**src/rtl/mcu_pkg.sv**
```systemverilog
`default_nettype none
// +----------------------------------------------------------------------+
// | mcu_pkg                                                              |
// | Shared encodings for the multicycle RV32I control unit.              |
// | Revision: 1.0                                                        |
// +----------------------------------------------------------------------+
package mcu_pkg;

  typedef logic [3:0] state_t;

  localparam state_t S_FETCH    = 4'd0;
  localparam state_t S_DECODE   = 4'd1;
  localparam state_t S_MEMADR   = 4'd2;
  localparam state_t S_MEMREAD  = 4'd3;
  localparam state_t S_MEMWB    = 4'd4;
  localparam state_t S_MEMWRITE = 4'd5;
  localparam state_t S_EXECR    = 4'd6;
  localparam state_t S_EXECI    = 4'd7;
  localparam state_t S_ALUWB    = 4'd8;
  localparam state_t S_JAL      = 4'd9;
  localparam state_t S_BRANCH   = 4'd10;
  localparam state_t S_MDUWAIT  = 4'd11;
  localparam state_t S_TRAP     = 4'd12;

  typedef enum logic [1:0] {
    ALUOP_ADD   = 2'b00,
    ALUOP_SUB   = 2'b01,
    ALUOP_RTYPE = 2'b10,
    ALUOP_ITYPE = 2'b11
  } aluop_e;

  // Full 4-bit code space; narrow builds keep only the low three bits.
  localparam logic [3:0] ALU_ADD = 4'b0000;
  localparam logic [3:0] ALU_SUB = 4'b0001;
  localparam logic [3:0] ALU_AND = 4'b0010;
  localparam logic [3:0] ALU_OR  = 4'b0011;
  localparam logic [3:0] ALU_XOR = 4'b0100;
  localparam logic [3:0] ALU_SLT = 4'b0101;
  localparam logic [3:0] ALU_SLL = 4'b0110;
  localparam logic [3:0] ALU_SRL = 4'b0111;
  localparam logic [3:0] ALU_SRA = 4'b1000;

  localparam logic [6:0] OP_LOAD   = 7'b0000011;
  localparam logic [6:0] OP_STORE  = 7'b0100011;
  localparam logic [6:0] OP_RTYPE  = 7'b0110011;
  localparam logic [6:0] OP_ITYPE  = 7'b0010011;
  localparam logic [6:0] OP_JAL    = 7'b1101111;
  localparam logic [6:0] OP_BRANCH = 7'b1100011;

  localparam logic [6:0] F7_MULDIV = 7'b0000001;

  localparam logic [1:0] RES_ALUOUT = 2'b00;
  localparam logic [1:0] RES_DATA   = 2'b01;
  localparam logic [1:0] RES_ALURES = 2'b10;
  localparam logic [1:0] RES_MDU    = 2'b11;

  localparam logic [1:0] SRCA_PC    = 2'b00;
  localparam logic [1:0] SRCA_OLDPC = 2'b01;
  localparam logic [1:0] SRCA_RS1   = 2'b10;

  localparam logic [1:0] SRCB_RS2   = 2'b00;
  localparam logic [1:0] SRCB_IMM   = 2'b01;
  localparam logic [1:0] SRCB_FOUR  = 2'b10;

  localparam logic [1:0] IMM_I = 2'b00;
  localparam logic [1:0] IMM_S = 2'b01;
  localparam logic [1:0] IMM_B = 2'b10;
  localparam logic [1:0] IMM_J = 2'b11;

endpackage
`default_nettype wire

```
**src/rtl/mc_alu_decoder.sv**
```systemverilog
`default_nettype none
// +----------------------------------------------------------------------+
// | mc_alu_decoder                                                       |
// | Combinational ALU-control decode from ALUOp, funct3 and funct7[5].   |
// | Revision: 1.0                                                        |
// +----------------------------------------------------------------------+
module mc_alu_decoder
  import mcu_pkg::*;
#(
  parameter int ALU_CTRL_W = 3
) (
  input  aluop_e                aluop,
  input  logic [2:0]            funct3,
  input  logic                  funct7_5,
  output logic [ALU_CTRL_W-1:0] alu_ctrl,
  output logic                  unsupported
);

  logic [3:0] w_code;
  logic       w_ext;
  logic       w_bad;

  always_comb begin
    w_code = ALU_ADD;
    w_ext  = 1'b0;
    w_bad  = 1'b0;
    case (aluop)
      ALUOP_ADD: w_code = ALU_ADD;
      ALUOP_SUB: w_code = ALU_SUB;
      default: begin
        case (funct3)
          // Immediates never subtract: funct7[5] only matters for R-type here.
          3'b000: w_code = (aluop == ALUOP_RTYPE && funct7_5) ? ALU_SUB : ALU_ADD;
          3'b010: w_code = ALU_SLT;
          3'b110: w_code = ALU_OR;
          3'b111: w_code = ALU_AND;
          3'b100: begin w_code = ALU_XOR; w_ext = 1'b1; end
          3'b001: begin w_code = ALU_SLL; w_ext = 1'b1; end
          3'b101: begin w_code = funct7_5 ? ALU_SRA : ALU_SRL; w_ext = 1'b1; end
          default: w_bad = 1'b1;
        endcase
      end
    endcase
  end

  generate
    if (ALU_CTRL_W >= 4) begin : g_wide
      logic w_unused_ext;
      assign w_unused_ext = w_ext;
      assign alu_ctrl     = w_code[ALU_CTRL_W-1:0];
      assign unsupported  = w_bad;
    end else begin : g_base
      logic w_unused_hi;
      assign w_unused_hi = w_code[3];
      assign alu_ctrl    = w_code[ALU_CTRL_W-1:0];
      assign unsupported = w_bad | w_ext;
    end
  endgenerate

endmodule
`default_nettype wire

```
**src/rtl/multicycle_control_unit.sv**
```systemverilog
`default_nettype none
// +----------------------------------------------------------------------+
// | multicycle_control_unit                                              |
// | Moore FSM sequencing a shared-memory, single-ALU RV32I datapath.     |
// | Revision: 1.0                                                        |
// +----------------------------------------------------------------------+
module multicycle_control_unit
  import mcu_pkg::*;
#(
  parameter int ALU_CTRL_W = 3,
  parameter int MEM_WAIT   = 1,
  parameter int M_EXT      = 0
) (
  input  logic                  clk,
  input  logic                  rst,
  input  logic [6:0]            Op,
  input  logic [2:0]            funct3,
  input  logic [6:0]            funct7,
  input  logic                  Zero,
  input  logic                  mem_ready,
  input  logic                  mdu_done,
  output logic                  PCWrite,
  output logic                  AdrSrc,
  output logic                  MemWrite,
  output logic                  IRWrite,
  output logic                  RegWrite,
  output logic [1:0]            ResultSrc,
  output logic [1:0]            ALUSrcA,
  output logic [1:0]            ALUSrcB,
  output logic [1:0]            ImmSrc,
  output logic [ALU_CTRL_W-1:0] ALUControl,
  output logic                  mdu_start,
  output logic                  illegal_instr,
  output logic [3:0]            state_o
);

  state_t r_state;
  state_t w_next;
  state_t w_out_state;
  logic   r_illegal;
  logic   w_mem_rdy;
  aluop_e w_aluop;
  logic   w_dec_bad;
  logic   w_is_mdu;
  logic   w_branch_ok;
  logic   w_pcwrite;
  logic   w_irwrite;
  logic   w_memwrite;
  logic   w_regwrite;
  logic   w_mdu_start;

  generate
    if (MEM_WAIT != 0) begin : g_mem_wait
      assign w_mem_rdy = mem_ready;
    end else begin : g_no_wait
      logic w_unused_ready;
      assign w_unused_ready = mem_ready;
      assign w_mem_rdy      = 1'b1;
    end
  endgenerate

  assign w_is_mdu    = (funct7 == F7_MULDIV);
  assign w_branch_ok = (funct3[2:1] == 2'b00);

  mc_alu_decoder #(
    .ALU_CTRL_W (ALU_CTRL_W)
  ) u_alu_dec (
    .aluop       (w_aluop),
    .funct3      (funct3),
    .funct7_5    (funct7[5]),
    .alu_ctrl    (ALUControl),
    .unsupported (w_dec_bad)
  );

  always_comb begin
    w_next = r_state;
    case (r_state)
      S_FETCH:    if (w_mem_rdy) w_next = S_DECODE;
      S_DECODE: begin
        case (Op)
          OP_LOAD, OP_STORE: w_next = S_MEMADR;
          OP_RTYPE:          w_next = S_EXECR;
          OP_ITYPE:          w_next = S_EXECI;
          OP_JAL:            w_next = S_JAL;
          OP_BRANCH:         w_next = S_BRANCH;
          default:           w_next = S_TRAP;
        endcase
      end
      S_MEMADR:   w_next = (Op == OP_STORE) ? S_MEMWRITE : S_MEMREAD;
      S_MEMREAD:  if (w_mem_rdy) w_next = S_MEMWB;
      S_MEMWB:    w_next = S_FETCH;
      S_MEMWRITE: if (w_mem_rdy) w_next = S_FETCH;
      S_EXECR: begin
        if (w_is_mdu)       w_next = (M_EXT != 0) ? S_MDUWAIT : S_TRAP;
        else if (w_dec_bad) w_next = S_TRAP;
        else                w_next = S_ALUWB;
      end
      S_EXECI:    w_next = w_dec_bad ? S_TRAP : S_ALUWB;
      S_ALUWB:    w_next = S_FETCH;
      S_JAL:      w_next = S_ALUWB;
      S_BRANCH:   w_next = w_branch_ok ? S_FETCH : S_TRAP;
      S_MDUWAIT:  if (mdu_done) w_next = S_FETCH;
      S_TRAP:     w_next = S_TRAP;
      default:    w_next = S_FETCH;
    endcase
  end

  always_ff @(posedge clk) begin
    if (rst) begin
      r_state   <= S_FETCH;
      r_illegal <= 1'b0;
    end else begin
      r_state <= w_next;
      if (w_next == S_TRAP) r_illegal <= 1'b1;
    end
  end

  // Under reset the datapath sees FETCH steering with every enable held low.
  always_comb begin
    w_out_state = rst ? S_FETCH : r_state;
    w_pcwrite   = 1'b0;
    w_irwrite   = 1'b0;
    w_memwrite  = 1'b0;
    w_regwrite  = 1'b0;
    w_mdu_start = 1'b0;
    AdrSrc      = 1'b0;
    ResultSrc   = RES_ALUOUT;
    ALUSrcA     = SRCA_PC;
    ALUSrcB     = SRCB_RS2;
    ImmSrc      = IMM_I;
    w_aluop     = ALUOP_ADD;
    case (w_out_state)
      S_FETCH: begin
        w_irwrite = w_mem_rdy;
        w_pcwrite = w_mem_rdy;
        ALUSrcB   = SRCB_FOUR;
        ResultSrc = RES_ALURES;
      end
      S_DECODE: begin
        ALUSrcA = SRCA_OLDPC;
        ALUSrcB = SRCB_IMM;
        ImmSrc  = (Op == OP_JAL) ? IMM_J : IMM_B;
      end
      S_MEMADR: begin
        ALUSrcA = SRCA_RS1;
        ALUSrcB = SRCB_IMM;
        ImmSrc  = (Op == OP_STORE) ? IMM_S : IMM_I;
      end
      S_MEMREAD: AdrSrc = 1'b1;
      S_MEMWB: begin
        ResultSrc  = RES_DATA;
        w_regwrite = 1'b1;
      end
      S_MEMWRITE: begin
        AdrSrc     = 1'b1;
        w_memwrite = 1'b1;
      end
      S_EXECR: begin
        ALUSrcA     = SRCA_RS1;
        ALUSrcB     = SRCB_RS2;
        w_aluop     = ALUOP_RTYPE;
        w_mdu_start = (M_EXT != 0) && w_is_mdu;
      end
      S_EXECI: begin
        ALUSrcA = SRCA_RS1;
        ALUSrcB = SRCB_IMM;
        ImmSrc  = IMM_I;
        w_aluop = ALUOP_ITYPE;
      end
      S_ALUWB: w_regwrite = 1'b1;
      S_JAL: begin
        ALUSrcA   = SRCA_OLDPC;
        ALUSrcB   = SRCB_FOUR;
        w_pcwrite = 1'b1;
      end
      S_BRANCH: begin
        ALUSrcA   = SRCA_RS1;
        ALUSrcB   = SRCB_RS2;
        ImmSrc    = IMM_B;
        w_aluop   = ALUOP_SUB;
        w_pcwrite = w_branch_ok & (Zero ^ funct3[0]);
      end
      S_MDUWAIT: begin
        ResultSrc  = RES_MDU;
        w_regwrite = mdu_done;
      end
      default: ;
    endcase
  end

  assign PCWrite       = w_pcwrite   & ~rst;
  assign IRWrite       = w_irwrite   & ~rst;
  assign MemWrite      = w_memwrite  & ~rst;
  assign RegWrite      = w_regwrite  & ~rst;
  assign mdu_start     = w_mdu_start & ~rst;
  assign illegal_instr = r_illegal;
  assign state_o       = r_state;

endmodule
`default_nettype wire

```
**config.mk**
```make
export PLATFORM = sky130hd
export DESIGN_NAME = multicycle_control_unit
export DESIGN_NICKNAME = d
export VERILOG_FILES = /design/src/rtl/mcu_pkg.sv /design/src/rtl/mc_alu_decoder.sv /design/src/rtl/multicycle_control_unit.sv
export SDC_FILE = /design/constraint.sdc
export NUM_CORES = 1
export LEC_CHECK = 0
export CORE_UTILIZATION = 37
export DETAILED_ROUTE_END_ITERATION = 7
export PLACE_DENSITY_LB_ADDON = 0.1
export SLEW_MARGIN = 10
export SYNTH_ARGS = -nofsm -noshare
export SYNTH_HDL_FRONTEND = slang
export SYNTH_SLANG_ARGS = --single-unit
```
**constraint.sdc**
```tcl
create_clock -name clk -period 1.5 [get_ports clk]
set_input_delay 0.225 -clock clk [delete_from_list [all_inputs] [get_ports clk]]
set_output_delay 0.225 -clock clk [all_outputs]
set_load 0.03 [all_outputs]
```
==> qor.csv, run 1 <==
stage,metric,value,unit
synthesis,Yosys top cell by area,dfxtp_1,
synthesis,post-synthesis sequential area ratio,10.7,%
synthesis,Yosys top cell area share,10.7,%
clock_tree,root buf cell,clkbuf_4,
floorplanning,Chip Width,52.4,um
synthesis,Synth Warn #,0,
synthesis,post-synthesis cell type count,50,
sta,"Worst endpoint, post-GRT repair",ALUControl[0],
clock_tree,H-tree depth,1,
floorplanning,initial core utilization,40.8,%
clock_tree,CTS buffer count,3,
place,DP Worst Slack,-0.456,ns
synthesis,number of flops mapped to enable cells by yosys,0,
synthesis,Synth top cells by count,"nor2_1 (15), nor3_1 (11), nand2_1 (9)",
synthesis,Mapped Cells,136,
synthesis,"flops & latches, synth",5,
floorplanning,Site Rows,17,
sta,Worst End Pin Type,output port,
floorplanning,Boundary Pins,44,
floorplanning,die height,52.4,um
run_status,tool error,"[ERROR DPL-0038] Utilization greater than 100%, impossible to legalize",
synthesis,"count leader, synth",nor2_1,
synthesis,syn avg cell area,6.90,um^2
synthesis,Post-synth top flop,dfxtp_1,
synthesis,asr flop ratio synth,0,%
global_routing,largest net degree at the start of global routing,15,
run_status,Exit stage,5_1_grt,
place,PortBufs,42,
synthesis,"Cell Area, Synth",938,um^2
clock_tree,hold_buf cts,0,
clock_tree,clk sinks,5,
place,Placed Instance Area,1710,um^2
synthesis,Post-Syn Nets,158,
place,Post-DP HPWL,2720,um
clock_tree,clock buffer depth,2,
run_status,status,did not finish,
place,gpl congestion,0.878,
synthesis,largest cells by area after synthesis,"dfxtp_1 (11%), nor2_1 (6.0%), nor3_1 (5.9%), nand2b_1 (4.7%), nand2_1 (3.6%)",
## through the flow
stage | std cells | utilization (%) | hold slack, ns
4_1_cts | 251 | 91.0 | 0.497
3_5_place_dp | 233 | 74.6 | 0.460
3_3_place_gp | 233 | 74.6 | 0.450
2_1_floorplan | 136 | - | 0.357
## logic make-up after synthesis
| kind of cell | after synthesis | synth area share, % |
|---|---|---|
| and+or+nand+nor | 78 | 48.5 |
| muxes | 3 | 3.20 |
| DFF | 5 | 10.7 |
| buffers and inverters | 16 | 9.73 |
| xor gates and xnor gates | 1 | 0.934 |
| other | 1 | 0.400 |
| AOI/OAI and AO/OA | 32 | 26.5 |
## repair_timing
| action | in CTS |
|---|---|
| pin swaps | 17 |
| endpoints found under the setup margin | 23 |
| gates cloned | 0 |
| hold endpoints to repair | 0 |
| resized for setup | 68 |
| buffers inserted | 14 |
==> inputs of run 2 (changes only) <==
CORE_AREA = 2 2 63 65   (was not set)
CORE_UTILIZATION = not set   (was 37)
DIE_AREA = 0 0 65 67   (was not set)
PLACE_DENSITY_LB_ADDON = 0.15   (was 0.1)
clock period = 1.95 ns   (was 1.5 ns; I/O delays follow)
==> qor.csv, run 2 <==
stage,metric,value,unit,change
place,Placed Instance Area,1530,um^2,-11%
critical_path,CP Launch Point,funct7[5],,
synthesis,Synth top cells by count,"nor2_1 (15), nor3_1 (11), nand2_1 (9)",,
critical_path,kind of critical path,primary input to output port,,
drt,drt first pass iters,4,,
sta,hold slack,0.468,ns,
synthesis,syn avg cell area,6.90,um^2,unchanged
final_layout,Largest register FFs,4,,
floorplanning,die height,67,um,+28%
global_routing,GRT Overall Usage,16.3,%,
final_layout,"commonest non-fill, non-tap cell in the layout",buf_4,,
sta,RSZ-0062 raised after global routing,no,,
synthesis,largest cells by area after synthesis,"dfxtp_1 (11%), nor2_1 (6.0%), nor3_1 (5.9%), nand2b_1 (4.7%), nand2_1 (3.6%)",,
sta,final setup vio count,0,,
critical_path,Setup crit end,ALUControl[0],,
place,DP Worst Slack,-0.0944,ns,+0.361 ns
floorplanning,Site Rows,22,,+5
floorplanning,initial core utilization,26.0,%,-15 points
place,Post-DP HPWL,2790,um,+2.8%
clock_tree,CTS buffer count,3,,unchanged
final_layout,Util after Layout,48.8,%,
clock_tree,clock buffer depth,2,,unchanged
clock_tree,"Clk Latency, worst-skew pair",0.22,ns,
synthesis,"flops & latches, synth",5,,unchanged
sta,Final Skew,0.00235,ns,
drt,vias per cell,5.01,,
global_routing,global-route wire length before repair,5580,um,
run_status,status,finished clean,,
drt,via count,1252,,
drt,1st-iter DRT viols,45,,
hold_path,Hold Startpoint,illegal_instr,,
final_layout,fin area,1760,um^2,
hold_path,Hold WC Path Type,flip-flop to flip-flop,,
synthesis,Post-synth top flop,dfxtp_1,,
clock_tree,Clock transition at path regs,0.04,ns,
final_layout,Layout Nets,225,,
drt,DRC Markers,0,,
global_routing,gr ovfl total,0,,
critical_path,R2R depth,6,,
clock_tree,H-tree depth,1,,unchanged
place,gpl congestion,0.792,,-9.7%
critical_path,slowest CP cell,clkdlybuf4s50_1,,
critical_path,CP Data Arrival Time,1.62,ns,
critical_path,r2r startpoint,state_o[2],,
run,MaxCap Viol Count,0,,
final_layout,"commonest non-fill, non-tap cells in the layout","buf_4 (45), clkdlybuf4s50_1 (15), nor2_1 (14)",,
clock_tree,hold_buf cts,0,,unchanged
synthesis,Post-Syn Nets,158,,unchanged
pwr,VDD IR-drop max,0.327,mV,
synthesis,asr flop ratio synth,0,%,unchanged
sta,min Tclk post-route,1.91,ns,
floorplanning,Boundary Pins,44,,unchanged
synthesis,Yosys top cell area share,10.7,%,unchanged
critical_path,worst r2r dst,illegal_instr,,
sta,pins over their slew limit,0,,
synthesis,post-synthesis sequential area ratio,10.7,%,unchanged
floorplanning,Die Footprint,4360,um^2,
critical_path,Worst Path Max Fanout,3,,
drt,Post-DRT Antenna Nets,0,,
critical_path,crit-path max cell delay,0.51,ns,
place,PortBufs,42,,unchanged
critical_path,CP Launch Type,primary input,,
synthesis,Mapped Cells,136,,unchanged
critical_path,Worst EP required,1.66,ns,
pwr,Lkg Pwr,0.000771,uW,
sta,final period utilization,98.0,%,
floorplanning,core box area,3610,um^2,
final_layout,layout cells sized above 1,39.6,%,
synthesis,post-synthesis cell type count,50,,unchanged
critical_path,worst path cell trace,clkdlybuf4s50_1 -> inv_1 -> and4_1 -> nor3_2 -> o32ai_4 -> buf_6,,
global_routing,largest net degree at the start of global routing,12,,
critical_path,reg2reg setup slack,0.25,ns,
final_layout,ANT cells,0,,
clock_tree,CTS tree,done,,
sta,Setup WS post-layout,0.0381,ns,
pwr,Pwr per Cell Area,388,nW/um^2,
floorplanning,Chip Width,65,um,+24%
synthesis,Yosys top cell by area,dfxtp_1,,
synthesis,"count leader, synth",nor2_1,,
final_layout,Layout Area Growth over Synthesis,87.5,%,
critical_path,Critical Path Sink Type,output port,,
clock_tree,root buf cell,clkbuf_8,,
synthesis,number of flops mapped to enable cells by yosys,0,,unchanged
clock_tree,clk sinks,5,,unchanged
sta,fmax,523,MHz,
drt,Post-Route WL,3440,um,
sta,final hold vios,0,,
synthesis,Synth Warn #,0,,unchanged
global_routing,vias in the first global route,1179,,
global_routing,initial antenna violation count,0,,
drt,Avg WL per Cell,13.7,um,
synthesis,"Cell Area, Synth",938,um^2,unchanged
==> run 2: cell counts after synthesis <==
Identical to the previous run, type by type.
==> run 2: logic make-up (layout without fill, tap and decap cells) <==
group / Yosys count / in the layout / synth area share, %
buffers and inverters: 16 / 82 / 9.73
muxes: 3 / 3 / 3.20
DFF: 5 / 5 / 10.7
AOI/OAI and AO/OA: 32 / 32 / 26.5
xor gates and xnor gates: 1 / 1 / 0.934
and+or+nand+nor: 78 / 78 / 48.5
other: 1 / 1 / 0.400
==> run 2: worst max-delay path: cells and delay by family <==
family	cells	cell delay, ns
buffers and inverters	3	0.75
AOI/OAI and AO/OA	1	0.11
and+or+nand+nor	2	0.45
==> run 2: area by class of cell <==
| type | instances | area [um^2] |
|---|---|---|
| tap | 48 | 60.1 |
| timing repair buffer | 73 | 637 |
| fill | 369 | 1850 |
| sequential | 5 | 110 |
| clock buffer | 4 | 45.0 |
| inverter | 5 | 18.8 |
| multi-input combinational | 115 | 888 |
==> run 2: per-stage QoR <==
| stage | power [uW] | setup TNS [ns] | cells |
|---|---|---|---|
| 3_3_place_gp | 451 | -0.137 | 238 |
| 3_5_place_dp | 455 | -0.203 | 238 |
| 4_1_cts | 661 | 0 | 242 |
| 2_1_floorplan | 314 | -0.175 | 136 |
| 6_report | 683 | 0 | 250 |
| 5_1_grt | 726 | 0 | 250 |
==> run 2: report_power, final <==
group | internal [uW] | total [uW] | switching [uW] | leakage [uW]
logic | 177 | 366 | 189 | 0.000705
registers | 109 | 122 | 13.1 | 0.0000430
clock network | 141 | 195 | 54.3 | 0.0000228
==> run 2: worst min-delay path by stage <==
stage / endpoint / slack, ns / cells past startpoint
final: illegal_instr / 0.47 / 2
after global routing: illegal_instr / 0.48 / 2
after CTS: illegal_instr / 0.47 / 2
after detailed placement: illegal_instr / 0.46 / 2
after global placement: illegal_instr / 0.46 / 2
after floorplan: state_o[2] / 0.43 / 3
==> run 2: per-layer routing <==
layer,wire [um],global-route usage (%),vias to the layer above
met5,0,0,-
met4,36,2.93,0
met3,208,4.05,4
met2,1640,28.2,40
met1,1560,20.7,573
li1,-,-,635
==> run 2: timing repair <==
action,4_1_cts,5_1_grt
setup buffers,0,8
endpoints found under the setup margin,4,5
pin swaps,1,9
resized for setup,14,21
No activity file was read; power rests on OpenSTA's default activity.
